===== src/rtl/tap_sequencer.sv =====
// tap_sequencer: command-driven JTAG master for tap_controller.
// It turns RESET / IR_SCAN / DR_SCAN / IDLE commands into registered TMS/TDI
// sequences and collects TDO during shift. It also keeps a mirror of the TAP
// state that is updated on every edge with the same next-state function.
//
// Ports
//   TCLK, TRST         clock, synchronous active-high reset (shared with TAP)
//   cmd_valid/ready    command handshake; ready only while idle
//   cmd_op             0 RESET, 1 IR_SCAN, 2 DR_SCAN, 3 IDLE
//   cmd_len            scan bits - 1, or idle cycles - 1
//   cmd_data           TDI bits, LSB shifted first
//   TMS, TDI           registered outputs to the TAP
//   TDO                serial data from the scan chain
//   rsp_valid          one-cycle completion pulse
//   rsp_data           captured TDO, bit i = i-th shifted bit
//   STATE_MIR          mirrored TAP state (0 Test_logic_reset .. 15 Update_IR)
//
// Build option: define TAP_SEQ_TDO_CAPTURE_EN to build the TDO capture
// register. Without it rsp_data is tied to 0 and TDO is ignored.
module tap_sequencer #(
    parameter int MAX_LEN = 32,
    parameter int LEN_W   = $clog2(MAX_LEN)
) (
    input  logic               TCLK,
    input  logic               TRST,
    input  logic               cmd_valid,
    output logic               cmd_ready,
    input  logic [1:0]         cmd_op,
    input  logic [LEN_W-1:0]   cmd_len,
    input  logic [MAX_LEN-1:0] cmd_data,
    output logic               TMS,
    output logic               TDI,
    input  logic               TDO,
    output logic               rsp_valid,
    output logic [MAX_LEN-1:0] rsp_data,
    output logic [3:0]         STATE_MIR
);
    // The counter also walks the 6-bit RESET head, so it needs at least 3 bits.
    localparam int CNT_W = (LEN_W > 3) ? LEN_W : 3;

    localparam logic [1:0] OP_RESET = 2'd0;
    localparam logic [1:0] OP_IR    = 2'd1;
    localparam logic [1:0] OP_IDLE  = 2'd3;
    localparam logic [3:0] TAP_TLR  = 4'd0;
    localparam logic [3:0] TAP_RTI  = 4'd1;

    typedef enum logic [2:0] {S_IDLE, S_PRE, S_HEAD, S_SHIFT, S_TAIL, S_DONE} state_t;

    state_t             r_state, w_state_n;
    logic [CNT_W-1:0]   r_cnt, w_cnt_n, w_head_last, w_len_ext;
    logic [1:0]         r_op, w_op;
    logic [LEN_W-1:0]   r_len, w_len, w_len_c;
    logic [MAX_LEN-1:0] r_data, w_data;
    logic               r_tms, r_tdi, w_tms_n, w_tdi_n, w_accept;
    logic [3:0]         r_mir, w_mir_n;

    function automatic logic [3:0] tap_next(input logic [3:0] s, input logic tms);
        logic [3:0] n;
        n = TAP_TLR;
        case (s)
            4'd0:  n = tms ? 4'd0  : 4'd1;
            4'd1:  n = tms ? 4'd2  : 4'd1;
            4'd2:  n = tms ? 4'd9  : 4'd3;
            4'd3:  n = tms ? 4'd5  : 4'd4;
            4'd4:  n = tms ? 4'd5  : 4'd4;
            4'd5:  n = tms ? 4'd8  : 4'd6;
            4'd6:  n = tms ? 4'd7  : 4'd6;
            4'd7:  n = tms ? 4'd8  : 4'd4;
            4'd8:  n = tms ? 4'd2  : 4'd1;
            4'd9:  n = tms ? 4'd0  : 4'd10;
            4'd10: n = tms ? 4'd12 : 4'd11;
            4'd11: n = tms ? 4'd12 : 4'd11;
            4'd12: n = tms ? 4'd15 : 4'd13;
            4'd13: n = tms ? 4'd14 : 4'd13;
            4'd14: n = tms ? 4'd15 : 4'd11;
            4'd15: n = tms ? 4'd2  : 4'd1;
        endcase
        return n;
    endfunction

    // Clamp only exists when cmd_len can encode values >= MAX_LEN.
    if ((1 << LEN_W) > MAX_LEN) begin : g_clamp
        localparam logic [LEN_W-1:0] LEN_MAX = LEN_W'(MAX_LEN - 1);
        assign w_len_c = (cmd_len > LEN_MAX) ? LEN_MAX : cmd_len;
    end else begin : g_noclamp
        assign w_len_c = cmd_len;
    end

    assign w_accept  = cmd_valid && (r_state == S_IDLE);
    // On the accept edge the first TMS bit is derived from the incoming command.
    assign w_op      = w_accept ? cmd_op   : r_op;
    assign w_len     = w_accept ? w_len_c  : r_len;
    assign w_data    = w_accept ? cmd_data : r_data;
    assign w_len_ext = CNT_W'(w_len);
    assign w_mir_n   = tap_next(r_mir, r_tms);

    always_comb begin
        w_head_last = CNT_W'(2);
        if (w_op == OP_RESET)   w_head_last = CNT_W'(5);
        else if (w_op == OP_IR) w_head_last = CNT_W'(3);
    end

    always_ff @(posedge TCLK) begin
        if (TRST) begin
            r_state <= S_IDLE;
            r_cnt   <= '0;
            r_op    <= OP_RESET;
            r_len   <= '0;
            r_data  <= '0;
            r_tms   <= 1'b1;
            r_tdi   <= 1'b0;
            r_mir   <= TAP_TLR;
        end else begin
            r_state <= w_state_n;
            r_cnt   <= w_cnt_n;
            r_tms   <= w_tms_n;
            r_tdi   <= w_tdi_n;
            r_mir   <= w_mir_n;
            if (w_accept) begin
                r_op   <= cmd_op;
                r_len  <= w_len_c;
                r_data <= cmd_data;
            end
        end
    end

    // Next phase/index, then the TMS/TDI bit that belongs to that phase/index.
    always_comb begin
        w_state_n = r_state;
        w_cnt_n   = r_cnt;
        w_tms_n   = 1'b1;
        w_tdi_n   = 1'b0;
        case (r_state)
            S_IDLE: begin
                if (cmd_valid) begin
                    w_cnt_n = '0;
                    if (r_mir == TAP_TLR && cmd_op != OP_RESET) w_state_n = S_PRE;
                    else if (cmd_op == OP_IDLE)                 w_state_n = S_SHIFT;
                    else                                        w_state_n = S_HEAD;
                end
            end
            S_PRE: begin
                w_cnt_n   = '0;
                w_state_n = (r_op == OP_IDLE) ? S_SHIFT : S_HEAD;
            end
            S_HEAD: begin
                if (r_cnt == w_head_last) begin
                    w_cnt_n   = '0;
                    w_state_n = (r_op == OP_RESET) ? S_DONE : S_SHIFT;
                end else begin
                    w_cnt_n = r_cnt + CNT_W'(1);
                end
            end
            S_SHIFT: begin
                if (r_cnt == w_len_ext) begin
                    w_cnt_n   = '0;
                    w_state_n = (r_op == OP_IDLE) ? S_DONE : S_TAIL;
                end else begin
                    w_cnt_n = r_cnt + CNT_W'(1);
                end
            end
            S_TAIL: begin
                if (r_cnt == CNT_W'(1)) begin
                    w_cnt_n   = '0;
                    w_state_n = S_DONE;
                end else begin
                    w_cnt_n = r_cnt + CNT_W'(1);
                end
            end
            S_DONE:  w_state_n = S_IDLE;
            default: w_state_n = S_IDLE;
        endcase

        case (w_state_n)
            S_PRE:   w_tms_n = 1'b0;
            S_HEAD: begin
                if (w_op == OP_RESET)   w_tms_n = (w_cnt_n < CNT_W'(5));
                else if (w_op == OP_IR) w_tms_n = (w_cnt_n < CNT_W'(2));
                else                    w_tms_n = (w_cnt_n == '0);
            end
            S_SHIFT: begin
                if (w_op != OP_IDLE) begin
                    w_tms_n = (w_cnt_n == w_len_ext);
                    w_tdi_n = w_data[w_cnt_n[LEN_W-1:0]];
                end else begin
                    w_tms_n = 1'b0;
                end
            end
            S_TAIL:  w_tms_n = (w_cnt_n == '0);
            // Idle/done: park the TAP where it will be after this edge.
            default: w_tms_n = (w_mir_n != TAP_RTI);
        endcase
    end

`ifdef TAP_SEQ_TDO_CAPTURE_EN
    logic [MAX_LEN-1:0] r_rsp;

    // The TAP sits in Shift_xR on every edge that consumes a SHIFT bit.
    always_ff @(posedge TCLK) begin
        if (TRST || w_accept)
            r_rsp <= '0;
        else if (r_state == S_SHIFT && r_op != OP_IDLE)
            r_rsp[r_cnt[LEN_W-1:0]] <= TDO;
    end

    assign rsp_data = r_rsp;
`else
    logic w_unused_tdo;
    assign w_unused_tdo = TDO;
    assign rsp_data     = '0;
`endif

    assign cmd_ready = (r_state == S_IDLE);
    assign rsp_valid = (r_state == S_DONE);
    assign TMS       = r_tms;
    assign TDI       = r_tdi;
    assign STATE_MIR = r_mir;
endmodule


===== config.mk =====
export PLATFORM = sky130hd
export DESIGN_NAME = tap_sequencer
export DESIGN_NICKNAME = d
export VERILOG_FILES = /design/src/rtl/tap_sequencer.sv
export SDC_FILE = /design/constraint.sdc
export NUM_CORES = 1
export LEC_CHECK = 0
export BUFFER_PORTS_ARGS = -buffer_cell sky130_fd_sc_hd__buf_2
export CORE_MARGIN = 4
export CORE_UTILIZATION = 54
export DETAILED_ROUTE_END_ITERATION = 7
export GPL_TIMING_DRIVEN = 0
export HOLD_SLACK_MARGIN = 0.15
export PLACE_DENSITY = 0.83
export SYNTH_ARGS = -nofsm -noshare
export SYNTH_HDL_FRONTEND = slang
export SYNTH_SLANG_ARGS = --single-unit

===== constraint.sdc =====
create_clock -name TCLK -period 4.2 [get_ports TCLK]
set_clock_uncertainty 0.2 [all_clocks]
set_input_delay 0.42 -clock TCLK [delete_from_list [all_inputs] [get_ports TCLK]]
set_output_delay 0.42 -clock TCLK [all_outputs]
set_load 0.01 [all_outputs]

==> results_dict.tcl, run 1 <==
set metrics [dict create \
    n_antenna_cell 0 \
    syn_to_final_growth_pct 19.80 \
    antenna_found_initial 0 \
    finalSetupViolCount 0 \
    grt_start_max_net_pins 17 \
    max_freq_mhz 251.0 \
    synth_cell_types 61 \
    die_w_microns 88.16 \
    grt_usage 0.2551 \
    ios 83 \
    worstPathArrival_ns 3.97 \
    layout-drive-gt1-share 0.1789 \
    start_util 0.5725 \
    ff2ff_setup_slack_ns 0.22 \
    drv_slew 0 \
    globalRoute.totalOverflow 0 \
    yosysWarnings 0 \
    cts_setup_buffers 0 \
    ys_seq_area_frac 0.3058 \
    rows 28 \
    synthMostInstantiatedCell "nand2_1" \
    peakVddDrop_mv 0.3230 \
    async_flop_share 0 \
    cp_slowest_cell "nor4b_4" \
    vias 3649 \
    grt_pass1_vias 3336 \
    grt_pass1_wl_microns 15670 \
    drc_errors 0 \
    powerDensity_mw_per_mm2 511.6 \
    cts_sinks 53 \
    synth.area.top_cells "dfxtp_1 (31%), nand2_1 (9.6%), buf_4 (7.1%)" \
    drt_first_pass_iters 5 \
    wl_per_cell_microns 15.11 \
    yosys.area.top_type "dfxtp_1" \
    period_share 0.9486 \
    cp.required_ns 4.18 \
    die_area_sq_mm 0.007771 \
    crit_fanout 10 \
    rsz0062_at_grt "no" \
    clockBufferDepth 2 \
    tns_ns 0 \
    reg2reg_from "r_state[1]" \
    slew_headroom 0.4286 \
    max-cap-violations 0 \
    end_kind "flop" \
    clockRootBuffer "clkbuf_8" \
    crit_top_cell "buf_6" \
    tightest_slew_ns 0.8481 \
    rr_endpoint "TDI" \
    layout_setup_ws_ns 0.2161 \
    clk_pin_slew_worst_paths_ns 0.10 \
    crit_path_max_incr_delay_ns 0.66 \
    via_per_inst 5.657 \
    place_ws_ns 0.2294 \
    cts_tree "built" \
    synth_area_per_cell_sq_um 7.398 \
    ys_top_cells_by_count "nand2_1 (89), dfxtp_1 (53), a21oi_1 (49)" \
    worst_hold_slack_ns 0.1512 \
    ys.flop_type "dfxtp_1" \
    cts_made_buffers 5 \
    cp_cell_sequence "buf_6, nor4b_4, mux2i_1, xor2_1, and3_1, buf_6, o311a_1, a21oi_1, nor4_1, a221oi_1, nor4_2" \
    place_congestion 0.9308 \
    final_util 0.6858 \
    drt_iter0_markers 319 \
    synth_edf_count 0 \
    synth.cell_area_sq_mm 0.003470 \
    routed_wl_microns 9749 \
    status "completed" \
    whs_endpoint "r_data[24]" \
    ant_nets 0 \
    finalCriticalPeriod_ns 3.984 \
    hold_viol_final 0 \
    whs_path_depth 3 \
    ys_seq_elements 53 \
    synth_cells 469 \
    nNetsFinal 614 \
    rr_worst_depth 11 \
    portBuffers 48 \
    core_sq_mm 0.006061 \
    worstHoldStart "cmd_data[24]" \
    die_h_microns 88.16 \
    criticalPathCategory "reg -> reg" \
    h-tree-depth 2 \
    clock_latency_ns 0.30 \
    p_leak_nw 1.751 \
    detailedPlacementHpwl_microns 7179 \
    p_total_w 0.002127 \
    start_kind "flop" \
    hp-class "in -> reg" \
    synth_top_area_share 0.3058 \
]
-- power breakdown --
part           switching, W  total [W]  leakage (nW)  internal (W)
clock              0.000173   0.000307        0.0512      0.000134
combinational      0.000716    0.00116          1.27      0.000441
sequential        0.0000668   0.000663         0.434      0.000596
total              0.000956    0.00213          1.75       0.00117
-- what timing repair did --
item,in CTS,in global routing
endpoints found under the hold margin,12,2
resized for setup,0,0
hold buffers,12,2
-- registers in the layout, summed over array words and instances (netlist names) --
register	cells
r_state	3
r_data	32
STATE_MIR	4
TMS	1
TDI	1
r_op	2
r_cnt	5
r_len	5
-- per-stage QoR --
stage,std cells,area (sq um)
global route,645,4156
floorplan,500,3586
finish,645,4156
global placement,623,3920
CTS,643,4136
detailed placement,623,3920
-- how the worst max path moves through the flow --
stage | startpoint | to | slack, ns
final | r_state[1] | TDI | 0.22
after global routing | r_state[1] | TDI | 0.01
after CTS | r_state[1] | TDI | 0.28
after detailed placement | cmd_valid | TDI | 0.23
after global placement | cmd_valid | TDI | 0.24
after floorplan | r_state[1] | TDI | 0.96
-- worst max-delay path, delay by kind of cell (launching register included) --
kind | cells | cell delay (ns)
AO/OA/AOI/OAI | 3 | 1.25
multiplexers | 1 | 0.54
buffers and inverters | 2 | 0.28
AND/OR/NAND/NOR | 4 | 1.11
flip-flops | 1 | 0.32
XOR/XNOR | 1 | 0.15
-- cell type report --
type	instances	area (sq um)
Tap cell	75	93.84
Buffer	67	391.6
Multi-Input combinational cell	369	2092
Fill cell	537	1904
Clock inverter	2	13.76
Clock buffer	6	82.58
Sequential cell	53	1061
Inverter	11	41.29
Timing Repair Buffer	62	380.4
-- routing by layer --
metal  global-route usage  vias to the layer above  routed length, microns
met5                    0                        -                       0
met3              0.03198                       10                     888
li1                     -                     1785                       -
met4              0.06593                        0                     138
met2               0.4404                      186                    4730
met1               0.3373                     1668                    3992
-- layout by cell type, fill, tap and decap left out, types with 6 or more instances in the layout --
cell type      count
buf_4             33
nor2_1            37
a21oi_1           49
nor4_1             6
dlygate4sd3_1     14
nor3_1             7
xnor2_1           10
clkbuf_8           6
a211oi_1           7
clkbuf_1          31
dfxtp_1           53
nand3_1            8
mux2i_1            9
conb_1            32
nand2_1           89
o21ai_0           21
o21a_1             7
buf_2             49
inv_1             11
-- kinds of logic after synthesis --
| kind of cell | count (synthesis) | synth area share |
|---|---|---|
| compound gates | 133 | 0.2586 |
| xor+xnor | 15 | 0.03786 |
| fa+ha+maj | 2 | 0.007211 |
| buf+inv | 78 | 0.1248 |
| flops | 53 | 0.3058 |
| mux | 11 | 0.03246 |
| other cells | 1 | 0.001081 |
| simple gates | 176 | 0.2322 |
Note: power is estimated with default switching activity, not from simulation.
==> run 2: changes to the inputs <==
BUFFER_PORTS_ARGS = -buffer_cell sky130_fd_sc_hd__buf_4   (was -buffer_cell sky130_fd_sc_hd__buf_2)
CTS_CLUSTER_DIAMETER = 200   (was unset)
==> results_dict.tcl, run 2 (synthesis gave the netlist of run 1 again) <==
set metrics [dict create \
    cts_resized 0 \
    reg.largest.list "r_data x32, r_cnt x5, r_len x5" \
    period_share 0.9387 \
    drt_iter0_markers 363 \
    p_int_w 0.001244 \
    max-cap-violations 0 \
    tightest_slew_ns 0.8210 \
    wl_met1_microns 4074 \
    via_per_inst 5.624 \
    crit_path_max_incr_delay_ns 0.50 \
    netSwitchingFraction 0.4404 \
    die_w_microns 88.16 \
    top_register "r_data" \
    worstPathArrival_ns 3.96 \
    combPwrFrac 0.539 \
    grt_pass1_vias 3293 \
    status "completed" \
    sequentialPowerShare 0.298 \
    finalSetupViolCount 0 \
    hold_viol_final 0 \
    clk_pin_slew_worst_paths_ns 0.10 \
    crit_fanout 10 \
    grt_pass1_wl_microns 15700 \
    drc_errors 0 \
    cp.required_ns 4.21 \
    start_kind "flop" \
    final_area_sq_mm 0.004308 \
    hp-class "in -> reg" \
    globalRoute.totalOverflow 0 \
    peakVddDrop_mv 0.2689 \
    ant_nets 0 \
    clockRootBuffer "clkbuf_8" \
    die_area_sq_mm 0.007771 \
    cts_sinks 53 \
    layout_commonest_cell "nand2_1" \
    n_antenna_cell 0 \
    crit_top_cell "clkbuf_1" \
    top_layer "met4" \
    end_kind "flop" \
    power.net_switching_w 0.0009793 \
    core_sq_mm 0.006061 \
    crit_family "simple AND/OR/NAND/NOR gates" \
    clockBufferDepth 2 \
    max_freq_mhz 253.6 \
    grt_start_max_net_pins 18 \
    start_util 0.5725 \
    rows 28 \
    cp_cell_sequence "clkbuf_1, inv_1, ha_1, or4b_1, a2bb2oi_1, nor2_1, a211oi_4, o31a_1, clkbuf_1, nor3_1, nor4_1, a221oi_1, nor4_2" \
    route.met2.wl_microns 4783 \
    routed_wl_microns 9968 \
    h-tree-depth 2 \
    nNetsFinal 616 \
    finalCriticalPeriod_ns 3.943 \
    syn_to_final_growth_pct 24.16 \
    p_total_w 0.002224 \
    wl_per_cell_microns 15.41 \
    p_leak_nw 1.806 \
    grt_usage 0.2544 \
    tns_ns 0 \
    die_h_microns 88.16 \
    worst_hold_slack_ns 0.1503 \
    path_buf_inv 3 \
    antenna_found_initial 0 \
    criticalPathCategory "reg -> reg" \
    drv_slew 0 \
    vias 3639 \
    clock_latency_ns 0.31 \
    powerDensity_mw_per_mm2 516.2 \
    slew_headroom 0.4469 \
    detailedPlacementHpwl_microns 7141 \
    layout_common_cells "nand2_1 (89), buf_4 (83), dfxtp_1 (53)" \
    met3_wirelength_microns 999 \
    cts_tree "built" \
    largest_register_ffs 32 \
    drt_first_pass_iters 5 \
    clkPwrFrac 0.163 \
    cp_slowest_cell "or4b_1" \
    rsz0062_at_grt "no" \
    portBuffers 48 \
    place_congestion 0.9168 \
    place_area_sq_mm 0.004040 \
    ios 83 \
    cts_made_buffers 5 \
    layout-drive-gt1-share 0.1818 \
]
[run 2: cell count changes in the layout (fill, tap and decap cells not counted), sizes merged]
| cell | delta |
|---|---|
| clkbuf | -1 |
| buf | +2 |
| clkinv | -1 |
| inv | +1 |
| bufinv | +1 |
[run 2: power groups by stage]
| stage | registers, W | logic, W | clock network (W) |
|---|---|---|---|
| 2_1_floorplan | 0.000660 | 0.000856 | 0 |
| 3_3_place_gp | 0.000668 | 0.00113 | 0 |
| 3_5_place_dp | 0.000673 | 0.00114 | 0 |
| 4_1_cts | 0.000661 | 0.00116 | 0.000364 |
| 5_1_grt | 0.000675 | 0.00131 | 0.000384 |
| 6_report | 0.000663 | 0.00120 | 0.000362 |
[run 2: tightest hold or removal path, cell delays in order]
cell,delay [ns]
buf_4,0.11
nand2_1,0.05
a21oi_1,0.05
[run 2: final timing paths]
kind,from,end,slack [ns],cells past startpoint
max,r_cnt[1],TDI,0.26,13
max reg2reg,r_cnt[1],TDI,0.26,13
min,cmd_data[19],r_data[19],0.15,3
min reg2reg,r_data[4],r_data[4],0.26,2
[run 2: layout make-up]
| type | count | area [sq um] |
|---|---|---|
| Inverter | 11 | 41.29 |
| Clock inverter | 3 | 43.79 |
| Fill cell | 517 | 1753 |
| Sequential cell | 53 | 1061 |
| Buffer | 67 | 391.6 |
| Multi-Input combinational cell | 369 | 2092 |
| Tap cell | 75 | 93.84 |
| Timing Repair Buffer | 64 | 515.5 |
| Clock buffer | 5 | 68.82 |
[run 2: metrics by stage]
stage | setup WS [ns] | std cells | util
finish | 0.2574 | 647 | 0.7108
global route | 0.07075 | 647 | 0.7108
detailed placement | 0.1907 | 623 | 0.6666
floorplan | 0.9606 | 500 | -
CTS | 0.2177 | 642 | 0.7033
global placement | 0.2219 | 623 | 0.6666
[run 2: routing by layer]
metal | global-route usage | vias to the layer above
li1 | - | 1789
met1 | 0.3274 | 1648
met2 | 0.4342 | 186
met3 | 0.05174 | 16
met4 | 0.06868 | 0
met5 | 0 | -
[run 2: timing repair]
item                                    CTS  global route
endpoints found under the hold margin    11             3
hold buffers                             11             3
endpoints found under the setup margin    0             1
buffers inserted                          0             2
==> run 3: changes to the inputs <==
CORE_UTILIZATION = 30   (was 54)
MAX_ROUTING_LAYER = met4   (was unset)
PLACE_DENSITY = 0.53   (was 0.83)
==> results_dict.tcl, run 3 (synthesis gave the netlist of run 1 again) <==
set metrics [dict create \
    layout_common_cells "nand2_1 (89), buf_4 (85), dfxtp_1 (53)" \
    globalRoute.totalOverflow 0 \
    clock_latency_ns 0.29 \
    crit_family "compound AO/OA/AOI/OAI gates" \
    cts_tree "built" \
    crit_path_max_incr_delay_ns 0.56 \
    worstSetupEndpoint "TDI" \
    n_antenna_cell 0 \
    rr_endpoint "TDI" \
    layout_commonest_cell "nand2_1" \
    status "completed" \
    placed_cells 691 \
    die_h_microns 115.5 \
    top_register "r_data" \
    powerDensity_mw_per_mm2 535.1 \
    drc_errors 0 \
    detailedPlacementHpwl_microns 7921 \
    rr_worst_depth 13 \
    die_w_microns 115.5 \
    rows 39 \
    start_util 0.3052 \
    clkPwrFrac 0.180 \
    tightest_slew_ns 0.8825 \
    cp_cell_sequence "clkbuf_1, inv_1, ha_1, or4b_1, a2bb2oi_1, nor2_1, a211oi_4, buf_4, o31ai_1, a21oi_1, a311oi_1, nor4_1, nor4_2" \
    slew_headroom 0.4055 \
    clockBufferDepth 2 \
    cp.required_ns 4.16 \
    cts_sinks 53 \
    hold_viol_final 0 \
    final_util 0.3783 \
    p_leak_nw 1.766 \
    peakVddDrop_mv 0.1880 \
    path_buf_inv 3 \
    reg2reg_from "r_cnt[1]" \
    end_kind "flop" \
    multi_input_area_sq_mm 0.002092 \
    grt_usage 0.1619 \
    ios 83 \
    cp_slowest_cell "a21oi_1" \
    grt_pass1_vias 3215 \
    p_int_w 0.001307 \
    routed_wl_microns 10620 \
    top_layer "met4" \
    max_freq_mhz 260.0 \
    drt_iter0_markers 194 \
    path_depth 13 \
    max-cap-violations 0 \
    clockRootBuffer "clkbuf_16" \
    layout-drive-gt1-share 0.1878 \
    rsz0062_at_grt "no" \
    layout_setup_ws_ns 0.3539 \
    finalSetupViolCount 0 \
    crit_start "r_cnt[1]" \
    h-tree-depth 2 \
    largest_register_ffs 32 \
    place_congestion 0.9216 \
    worstPathArrival_ns 3.80 \
    sequentialPowerShare 0.288 \
    ff2ff_setup_slack_ns 0.35 \
    ant_nets 0 \
    netSwitchingFraction 0.4323 \
    period_share 0.9157 \
    reg.largest.list "r_data x32, r_cnt x5, r_len x5" \
    die_area_sq_mm 0.01335 \
    syn_to_final_growth_pct 23.98 \
    start_kind "flop" \
    tns_ns 0 \
    drv_slew 0 \
    core_sq_mm 0.01137 \
    clk_pin_slew_worst_paths_ns 0.07 \
    vias 3499 \
    ctsHoldBuffers 0 \
    nNetsFinal 604 \
    route.met2.wl_microns 4909 \
    cts_made_buffers 5 \
    wl_met1_microns 4934 \
    fill_cells 1233 \
    grt_pass1_wl_microns 16640 \
    power.net_switching_w 0.0009952 \
    finalCriticalPeriod_ns 3.846 \
    drt_first_pass_iters 4 \
    final-seq-area_sq_mm 0.001061 \
    via_per_inst 4.984 \
    worst_hold_slack_ns 0.1727 \
    antenna_found_initial 0 \
    wl_per_cell_microns 15.12 \
    met3_wirelength_microns 636 \
    place_ws_ns 0.03024 \
    hp-class "in -> reg" \
    portBuffers 48 \
    combPwrFrac 0.531 \
    crit_fanout 9 \
    grt_start_max_net_pins 16 \
    fin_cells 702 \
    criticalPathCategory "reg -> reg" \
]
[run 3: cell count changes in the layout (fill, tap and decap cells not counted), moves of 2 or more]
cell / delta
dlygate4sd3_1: -14
clkbuf_16: +5
clkbuf_8: -4
buf_4: +2
[run 3: worst min path at each step]
stage	from	to	slack [ns]	depth (start not counted)
2_1_floorplan	r_data[4]	r_data[4]	0.23	2
3_3_place_gp	r_data[4]	r_data[4]	0.24	2
3_5_place_dp	r_data[4]	r_data[4]	0.25	2
4_1_cts	cmd_data[6]	r_data[6]	0.17	3
5_1_grt	cmd_data[6]	r_data[6]	0.17	3
6_report	cmd_data[6]	r_data[6]	0.17	3
[run 3: worst min-delay path, delay by kind of cell]
family	cells	cell delay, ns
buf+inv	1	0.11
simple gates	1	0.04
compound gates	1	0.05
[run 3: repair_timing]
item                                   in CTS  in global routing
setup endpoints to repair                   0                  2
endpoints found under the hold margin       0                  0
buffers inserted                            0                  4
gates resized for setup                     0                  0
[run 3: power groups by stage]
stage	Clock, W	Combinational [W]	Sequential [W]
2_1_floorplan	0	0.000856	0.000660
3_3_place_gp	0	0.00117	0.000672
3_5_place_dp	0	0.00117	0.000676
4_1_cts	0.000427	0.00118	0.000664
5_1_grt	0.000442	0.00135	0.000677
6_report	0.000415	0.00122	0.000664
[run 3: area by class of cell]
type,instances,share of cell area
multi-input cells,369,0.4863
flip-flops and latches,53,0.2467
plain buffers,67,0.09104
inverters,11,0.009599
clock inverters,1,0.001745
well taps,143,0.04159
clock buffers,6,0.03229
repair buffers,52,0.09075
[run 3: layer usage]
metal	track usage	vias to the layer above
met1	0.2151	1615
li1	-	1764
met2	0.2573	109
met4	0.04773	0
met5	-	-
met3	0.02141	11
[run 3: through the flow]
step	power, W	instance area [sq um]
final	0.002302	4302
after CTS	0.002270	4272
after floorplan	0.001516	3586
after global placement	0.001838	4125
after detailed placement	0.001848	4125
after global routing	0.002467	4302
